===== src/rtl/video_sync_detector.sv =====
// Raster timing detector: measures hsync/vsync geometry every frame and
// asserts lock once LOCK_FRAMES consecutive frames repeat the reference.
module video_sync_detector #(
  parameter int unsigned H_CNT_WIDTH = 12,
  parameter int unsigned V_CNT_WIDTH = 11,
  parameter int unsigned LOCK_FRAMES = 2
) (
  input  logic                   i_clk,
  input  logic                   i_rst_n,
  input  logic                   i_hsync,
  input  logic                   i_vsync,
  output logic                   o_locked,
  output logic [H_CNT_WIDTH-1:0] o_h_total,
  output logic [H_CNT_WIDTH-1:0] o_h_sync_len,
  output logic [V_CNT_WIDTH-1:0] o_v_total,
  output logic [V_CNT_WIDTH-1:0] o_v_sync_len,
  output logic [H_CNT_WIDTH-1:0] o_hpos,
  output logic [V_CNT_WIDTH-1:0] o_vpos,
  output logic                   o_frame_strobe,
  output logic                   o_error
);

  localparam int unsigned MATCH_WIDTH = 4;
  localparam logic [H_CNT_WIDTH-1:0] H_ONE  = H_CNT_WIDTH'(1);
  localparam logic [H_CNT_WIDTH-1:0] H_MAX  = '1;
  localparam logic [H_CNT_WIDTH-1:0] H_LAST = H_MAX - H_ONE;
  localparam logic [V_CNT_WIDTH-1:0] V_ONE  = V_CNT_WIDTH'(1);
  localparam logic [V_CNT_WIDTH-1:0] V_MAX  = '1;
  localparam logic [V_CNT_WIDTH-1:0] V_LAST = V_MAX - V_ONE;
  localparam logic [MATCH_WIDTH-1:0] MATCH_ONE  = MATCH_WIDTH'(1);
  localparam logic [MATCH_WIDTH-1:0] MATCH_LOCK = MATCH_WIDTH'(LOCK_FRAMES);

  typedef enum logic [1:0] {SEARCH, MEASURE, VERIFY, LOCKED} state_t;

  state_t                  state;
  logic                    hs_prev, vs_prev;
  logic [H_CNT_WIDTH-1:0]  hcnt, h_meas, hs_cnt, hs_meas;
  logic [V_CNT_WIDTH-1:0]  vcnt, vs_cnt, vs_meas;
  logic [H_CNT_WIDTH-1:0]  ref_h, ref_hs;
  logic [V_CNT_WIDTH-1:0]  ref_v, ref_vs;
  logic [MATCH_WIDTH-1:0]  match_cnt;
  logic                    h_valid, h_unstable;

  logic                    h_rise, h_fall, v_rise, v_fall;
  logic                    h_ovf, v_ovf, ovf, frame_good;
  logic [H_CNT_WIDTH-1:0]  h_cap;
  logic [V_CNT_WIDTH-1:0]  v_meas;
  logic [MATCH_WIDTH-1:0]  match_next;

  // Edge detection, current-frame measurement and overflow detection
  always_comb begin
    h_rise     = i_hsync & ~hs_prev;
    h_fall     = ~i_hsync & hs_prev;
    v_rise     = i_vsync & ~vs_prev;
    v_fall     = ~i_vsync & vs_prev;
    h_cap      = hcnt + H_ONE;
    v_meas     = h_rise ? (vcnt + V_ONE) : vcnt;
    h_ovf      = ~h_rise & (hcnt == H_LAST);
    v_ovf      = ~v_rise & h_rise & (vcnt == V_LAST);
    ovf        = h_ovf | v_ovf;
    frame_good = ~h_unstable & (h_meas == ref_h) & (hs_meas == ref_hs) &
                 (v_meas == ref_v) & (vs_meas == ref_vs);
    match_next = match_cnt + MATCH_ONE;
  end

  always_ff @(posedge i_clk) begin
    if (!i_rst_n) begin
      state          <= SEARCH;
      hs_prev        <= 1'b0;
      vs_prev        <= 1'b0;
      hcnt           <= '0;
      h_meas         <= '0;
      hs_cnt         <= '0;
      hs_meas        <= '0;
      vcnt           <= '0;
      vs_cnt         <= '0;
      vs_meas        <= '0;
      ref_h          <= '0;
      ref_hs         <= '0;
      ref_v          <= '0;
      ref_vs         <= '0;
      match_cnt      <= '0;
      h_valid        <= 1'b0;
      h_unstable     <= 1'b0;
      o_locked       <= 1'b0;
      o_h_total      <= '0;
      o_h_sync_len   <= '0;
      o_v_total      <= '0;
      o_v_sync_len   <= '0;
      o_frame_strobe <= 1'b0;
      o_error        <= 1'b0;
    end else begin
      hs_prev        <= i_hsync;
      vs_prev        <= i_vsync;
      o_frame_strobe <= 1'b0;
      o_error        <= 1'b0;

      // Horizontal line length, stability and sync width
      if (h_rise) begin
        hcnt    <= '0;
        h_meas  <= h_cap;
        h_valid <= 1'b1;
        if (h_valid && (h_cap != h_meas)) h_unstable <= 1'b1;
      end else if (hcnt != H_MAX) begin
        hcnt <= h_cap;
      end

      if (h_rise)                           hs_cnt <= H_ONE;
      else if (i_hsync && hs_cnt != H_MAX)  hs_cnt <= hs_cnt + H_ONE;
      if (h_fall)                           hs_meas <= hs_cnt;

      // Vertical line count and sync width in lines
      if (v_rise)                           vcnt <= '0;
      else if (h_rise && vcnt != V_MAX)     vcnt <= vcnt + V_ONE;

      if (v_rise)                           vs_cnt <= h_rise ? V_ONE : '0;
      else if (i_vsync && h_rise && vs_cnt != V_MAX) vs_cnt <= vs_cnt + V_ONE;
      if (v_fall)                           vs_meas <= vs_cnt;

      // Frame evaluation; a counter overflow abandons it and restarts the search
      if (ovf) begin
        o_error   <= 1'b1;
        o_locked  <= 1'b0;
        match_cnt <= '0;
        state     <= SEARCH;
      end else if (v_rise) begin
        h_unstable <= 1'b0;
        case (state)
          SEARCH: begin
            h_valid <= 1'b0;
            state   <= MEASURE;
          end
          MEASURE: begin
            o_frame_strobe <= 1'b1;
            {ref_h, ref_hs, ref_v, ref_vs} <= {h_meas, hs_meas, v_meas, vs_meas};
            match_cnt <= '0;
            state     <= VERIFY;
          end
          VERIFY: begin
            o_frame_strobe <= 1'b1;
            if (frame_good) begin
              match_cnt <= match_next;
              if (match_next == MATCH_LOCK) begin
                state        <= LOCKED;
                o_locked     <= 1'b1;
                o_h_total    <= ref_h;
                o_h_sync_len <= ref_hs;
                o_v_total    <= ref_v;
                o_v_sync_len <= ref_vs;
              end
            end else begin
              {ref_h, ref_hs, ref_v, ref_vs} <= {h_meas, hs_meas, v_meas, vs_meas};
              match_cnt <= '0;
            end
          end
          LOCKED: begin
            o_frame_strobe <= 1'b1;
            if (!frame_good) begin
              {ref_h, ref_hs, ref_v, ref_vs} <= {h_meas, hs_meas, v_meas, vs_meas};
              match_cnt <= '0;
              o_locked  <= 1'b0;
              state     <= VERIFY;
            end
          end
          default: state <= SEARCH;
        endcase
      end
    end
  end

  assign o_hpos = hcnt;
  assign o_vpos = vcnt;

endmodule


===== config.mk =====
export PLATFORM = sky130hd
export DESIGN_NAME = video_sync_detector
export DESIGN_NICKNAME = d
export VERILOG_FILES = /design/src/rtl/video_sync_detector.sv
export SDC_FILE = /design/constraint.sdc
export NUM_CORES = 1
export LEC_CHECK = 0
export ABC_AREA = 1
export CORE_MARGIN = 1
export CORE_UTILIZATION = 55
export CTS_CLUSTER_SIZE = 10
export DETAILED_ROUTE_END_ITERATION = 12
export PLACE_DENSITY = 0.76
export REMOVE_ABC_BUFFERS = 1
export SKIP_LAST_GASP = 1
export SYNTH_ARGS = -nofsm -noshare
export SYNTH_HDL_FRONTEND = slang
export SYNTH_SLANG_ARGS = --single-unit

===== constraint.sdc =====
create_clock -name i_clk -period 4.6 [get_ports i_clk]
set_input_delay 0.92 -clock i_clk [delete_from_list [all_inputs] [get_ports i_clk]]
set_output_delay 0.92 -clock i_clk [all_outputs]
set_load 0.02 [all_outputs]

## Yosys cells after proc, flatten, opt, wreduce, memory -nomap -nowiden

Cells that the tools add are included.

| storage, ports and cells | value |
|---|---|
| word-level logic and storage cells | 127 |
| output and inout port bits | 72 |
| register bits after elaboration | 186 |
| input bits | 4 |

| cells by class | value |
|---|---|
| equal/unequal tests | 19 |
| multiplexer cells | 35 |
| bitwise gates (word level) | 21 |
| add/subtract/negate cells | 5 |
| reductions and logical operators | 22 |

Operators by type and width:

| cell | count |
|---|---|
| 11-bit 2-to-1 mux | 5 |
| 12-bit one-hot mux with 2 select lines | 2 |
| 11-bit one-hot mux with 2 select lines | 2 |
| 12-bit by 1-bit adder with 12-bit output, second input constant | 2 |
| 12-bit == test | 2 |
| 12-bit 2-to-1 mux | 2 |
| 12-bit inequality test, second input constant | 2 |
| 11-bit by 1-bit adder with 11-bit output, second input constant | 2 |
| 11-bit == test | 2 |
| 11-bit inequality test, second input constant | 2 |
| 1-bit 2-to-1 mux | 16 |
| 12-bit == test, second input constant | 1 |
| 12-bit inequality test | 1 |
| 4-bit one-hot mux with 3 select lines | 1 |
| 1-bit AND | 11 |
| 11-bit == test, second input constant | 1 |
| 5-bit AND reduction | 2 |
| 1-bit NOT | 9 |
| 4-bit 2-to-1 mux | 2 |
| 2-bit inequality test, second input constant | 4 |
| 2-bit one-hot mux with 4 select lines | 1 |
| 4-bit AND reduction | 2 |
| 2-bit nonzero test | 4 |
| 2-bit OR reduction | 4 |
| other kinds (12) | 20 |

## Longest topological paths before layout

| depth | value |
|---|---|
| depth after elaboration | 8 |
| gate-level depth with buffers | 18 |
| mapped depth without buffers | 17 |

## Worst setup path after synthesis

Ideal clock, no wire load.

| path | value |
|---|---|
| path type | input port to flip-flop |
| from | input port i_hsync |
| to | register o_h_sync_len[10] |
| buffers on the path | 3 |
| setup time | 0.113 ns |
| arrival | 2.424 ns |
| stages on the path | 18 |
| required time | 4.487 ns |
| path slack | 2.063 ns |
| cells stage by stage | inv_2 > nor2_4 > buf_6 > nand3_2 > nand3_1 > nand2_1 > inv_2 > nand2_1 > nor2_1 > nand3_1 > nor2_2 > nand3_2 > nor3_2 > buf_4 > buf_6 > nand2_1 > nand2_1 > nor2_1 |

| on the way | value |
|---|---|
| longest elaborated chain between the ends | 6 |
| elaborated cells between the ends (all ways) | 12 |
| those cells by class | 1 x eq/ne; 1 x mux; 9 x bitwise; 1 x reduce/logical |

RTL lines:

| what | RTL line | text |
|---|---|---|
| start, declared | 10 | `input logic i_hsync,` |
| 1-bit AND * | 52 | `h_rise = i_hsync & ~hs_prev;` |
| 11-bit 2-to-1 mux (tied with other cells) | 57 | `v_meas = h_rise ? (vcnt + V_ONE) : vcnt;` |
| 11-bit == test (tied with other cells) | 62 | `(v_meas == ref_v) & (vs_meas == ref_vs);` |
| 1-bit AND / 1-bit bitwise OR (equally long branches) | 61, 60 |  |
| 1-bit AND / 1-bit NOT (equally long branches) | - |  |
| 5-bit AND reduction (no line) * | - |  |
| end signal, assigned | 147 | `o_h_sync_len <= ref_hs;` |
| end, declared | 14 | `output logic [H_CNT_WIDTH-1:0] o_h_sync_len,` |

Mark *: on every way between the ends. The rest lies on a longest branch, timed or not.
A chain may end at the register's enable or synchronous reset.

## Worst setup path in the final report

| path | value |
|---|---|
| from | input port i_hsync |
| to | register ref_v[7] |

| on the way | value |
|---|---|
| longest elaborated chain between the ends | 7 |
| elaborated cells between the ends (all ways) | 15 |
| those cells by class | 2 x eq/ne; 3 x mux; 9 x bitwise; 1 x reduce/logical |

RTL lines:

| what | RTL line | text |
|---|---|---|
| 1-bit AND * | 52 |  |
| 11-bit 2-to-1 mux | 57 |  |
| 11-bit == test | 62 |  |
| 1-bit AND | 61 | `frame_good = ~h_unstable & (h_meas == ref_h) & (hs_meas == ref_hs) &` |
| 1-bit AND | 62 |  |
| 2-bit inequality test (no line) | - |  |
| 4-bit AND reduction (no line) | - |  |
| end signal, assigned | 135 | `{ref_h, ref_hs, ref_v, ref_vs} <= {h_meas, hs_meas, v_meas, vs_meas};` |
| end signal, assigned | 152 | `{ref_h, ref_hs, ref_v, ref_vs} <= {h_meas, hs_meas, v_meas, vs_meas};` |
| end signal, assigned | 159 | `{ref_h, ref_hs, ref_v, ref_vs} <= {h_meas, hs_meas, v_meas, vs_meas};` |
| end, declared | 40 | `logic [V_CNT_WIDTH-1:0] ref_v, ref_vs;` |

Mark *: on every way between the ends. The rest lies on a longest branch, timed or not. The select of a mux whose other input is x is not followed.

==> flow_summary.toml <==
[clock_tree]
cts-root-buf = "clkbuf_16"
cts_tree = "built"
cts_hold_buf = 0
clk_pin_slew_ns = 0.07
cts_buffer_depth = 2
h-tree-depth = 4
numCtsBuffers = 17
post_cts_resized = 0
post-cts-setup-buffers = 0
clock_sinks = 186
clk_latency_ns = 0.44

[final_layout]
final_cells = 1599
final-seq-area_sq_um = 3720
final_core_util_pct = 66.6
fillers = 1441
multi_input_comb_area_sq_um = 4200
final_common_cell = "nand2_1"
finalNetCount = 1387
drive_gt1_share_pct = 4.61
syn2layout_area_growth_pct = 16.7
final_cell_mix = "389 x nand2_1, 186 x dfxtp_1, 179 x nor2_1"
antenna_cells = 0

[pwr]
powerDensity_nw_per_um2 = 344
totalPowerFinal_w = 0.00354
ir_drop_uv = 398
p_leak_nw = 4.04

[global_routing]
antenna_found_initial = 0
grt_pass1_wl_mm = 35.0
overflow = 0
grt_pass1_vias = 7291
grt_use_total_pct = 26.5
grt_max_degree = 79

[placement]
post-place-ws_ns = 0.741
dp_cells = 1567
port_buffers = 75
place_congestion = 0.854
hpwl_mm = 14.0

[critical_path]
cp.required_ns = 4.96
startpoint_type = "input pin"
crit_top_cell = "nand2_1"
slowest_stage = "clkdlybuf4s50_1"
worstSetupPathType = "input pin to flop"
arrival_ns = 3.80
crit_family = "simple AND/OR/NAND/NOR gates"
crit_path_end_kind = "flop"
slowest_delay_ns = 0.57
path_cells = "clkdlybuf4s50_1 > inv_2 > nor2_4 > nand2_1 > nand3_1 > nand3_1 > nor2_1 > nand4_1 > nor2_4 > nand4_1 > buf_4 > nand2_1 > buf_4 > nand2_1 > a21oi_1"
critPathMaxFanout = 23
crit_buf_inv = 4

[detailed_routing]
finalWirelength_mm = 20.9
wl_per_cell_um = 13.1
drc = 0
dr_total_vias = 8210
dr.first_iter.drc_count = 701
detail-route-antenna-nets = 0
firstDrtPassIters = 5
vias_per_cell = 5.13

[timing]
slew-limit-headroom_pct = 37.1
drv_slew = 0
setup_viol = 0
fin_crit_sh_pct = 74.6
clock.fmax_ghz = 0.291
rsz0062_at_grt = "no"
period_minus_slack_ns = 3.43
layout_setup_ws_ns = 1.17
finClkSkew_ns = 0.00665
tightest_slew_ns = 0.940
hold_viol = 0

[logic_synthesis]
synth_edf_count = 0
syn_area_sq_um = 8790
synthArstFlopShare_pct = 0
ys_ff_latch = 186
synth_area_leader_cell = "dfxtp_1"
synth_flop_cell = "dfxtp_1"
syn-instance-count = 1321
yosys.cell_types.count = 38
synth_area_leaders = "dfxtp_1 42%, nand2_1 17%, nor2_1 7.7%"
synth_top_area_share_pct = 42.3
syn_area_per_cell_sq_um = 6.66
ys_warn_count = 0
seq_area_frac_synth_pct = 42.3

[floorplan]
die_x_um = 128
start_util_pct = 57.0
die_area_sq_um = 16500
die_y_um = 128
rows = 45
pin_count = 76
coreArea_sq_um = 15400

[worst_hold_path]
min_path_type = "flop to flop"

[status]
status = "completed"

[run]
maxCapViolCount = 0
layout make-up:
type | instances | area share [%]
repair buffers | 87 | 8.26
clock inverters | 15 | 2.07
multi-input cells | 924 | 40.9
well taps | 211 | 2.57
flip-flops and latches | 186 | 36.3
clock buffers | 17 | 4.14
inverters | 159 | 5.81
tightest hold or removal path, stage by stage, from the launching register on:
cell     delay, ns
dfxtp_1       0.31
nand2_1       0.06
a21oi_1       0.05
registers in the layout, indices dropped and copies added (netlist names), 4 cells and up:
name and count:
o_v_sync_len 11, o_v_total 11, vs_cnt 11, ref_h 12, hs_meas 12, o_h_sync_len 12, h_meas 12, o_vpos 11
vs_meas 11, hs_cnt 12, ref_v 11, ref_hs 12, o_h_total 12, o_hpos 12, match_cnt 4, ref_vs 11
synth_stat cells, types with 14 or more instances:
library cell	count
inv_1	156
a21oi_1	108
nor2_1	180
clkbuf_1	23
nand3_1	100
xor2_1	14
o21ai_0	47
dfxtp_1	186
nand2_1	389
nand4_1	18
through the flow:
| stage | hold slack, ns | TNS, ns | instance area, sq um |
|---|---|---|---|
| CTS | 0.465 | 0 | 10300 |
| finish | 0.461 | 0 | 10300 |
| detailed placement | 0.454 | 0 | 9630 |
| global placement | 0.441 | 0 | 9630 |
| floorplan | 0.429 | -15.54 | 8510 |
| global route | 0.491 | 0 | 10300 |
per-layer routing:
layer / track usage, % / up-vias / part of all wire (%)
li1: - / 4265 / -
met1: 36.4 / 3729 / 49
met3: 3.99 / 24 / 4.9
met5: 0 / - / 0
met4: 7.47 / 0 / 1.4
met2: 43.1 / 192 / 45
cells by family (layout without fill, tap and decap cells):
kind of cell	Yosys count	count (layout)	synth area share, %
compound gates	173	173	10.2
flops	186	186	42.3
xor+xnor	22	22	2.19
fa+ha+maj	8	8	1.14
simple gates	721	721	34.1
buf+inv	211	278	10.0
power breakdown:
group / switching (W) / leakage [nW] / internal (W)
clock network: 0.000662 / 0.304 / 0.000921
logic: 0.000193 / 2.23 / 0.0000876
registers: 0.0000326 / 1.51 / 0.00164
total: 0.000887 / 4.04 / 0.00265
worst paths after layout:
kind,start,to,slack [ns],cells past startpoint
hold / removal,ref_vs[5],ref_vs[5],0.46,2
hold reg to reg,ref_vs[5],ref_vs[5],0.46,2
setup reg to reg,o_vpos[1],ref_v[7],1.77,15
setup / recovery,i_hsync,ref_v[7],1.17,15
Power figures use the tool's default switching activity.
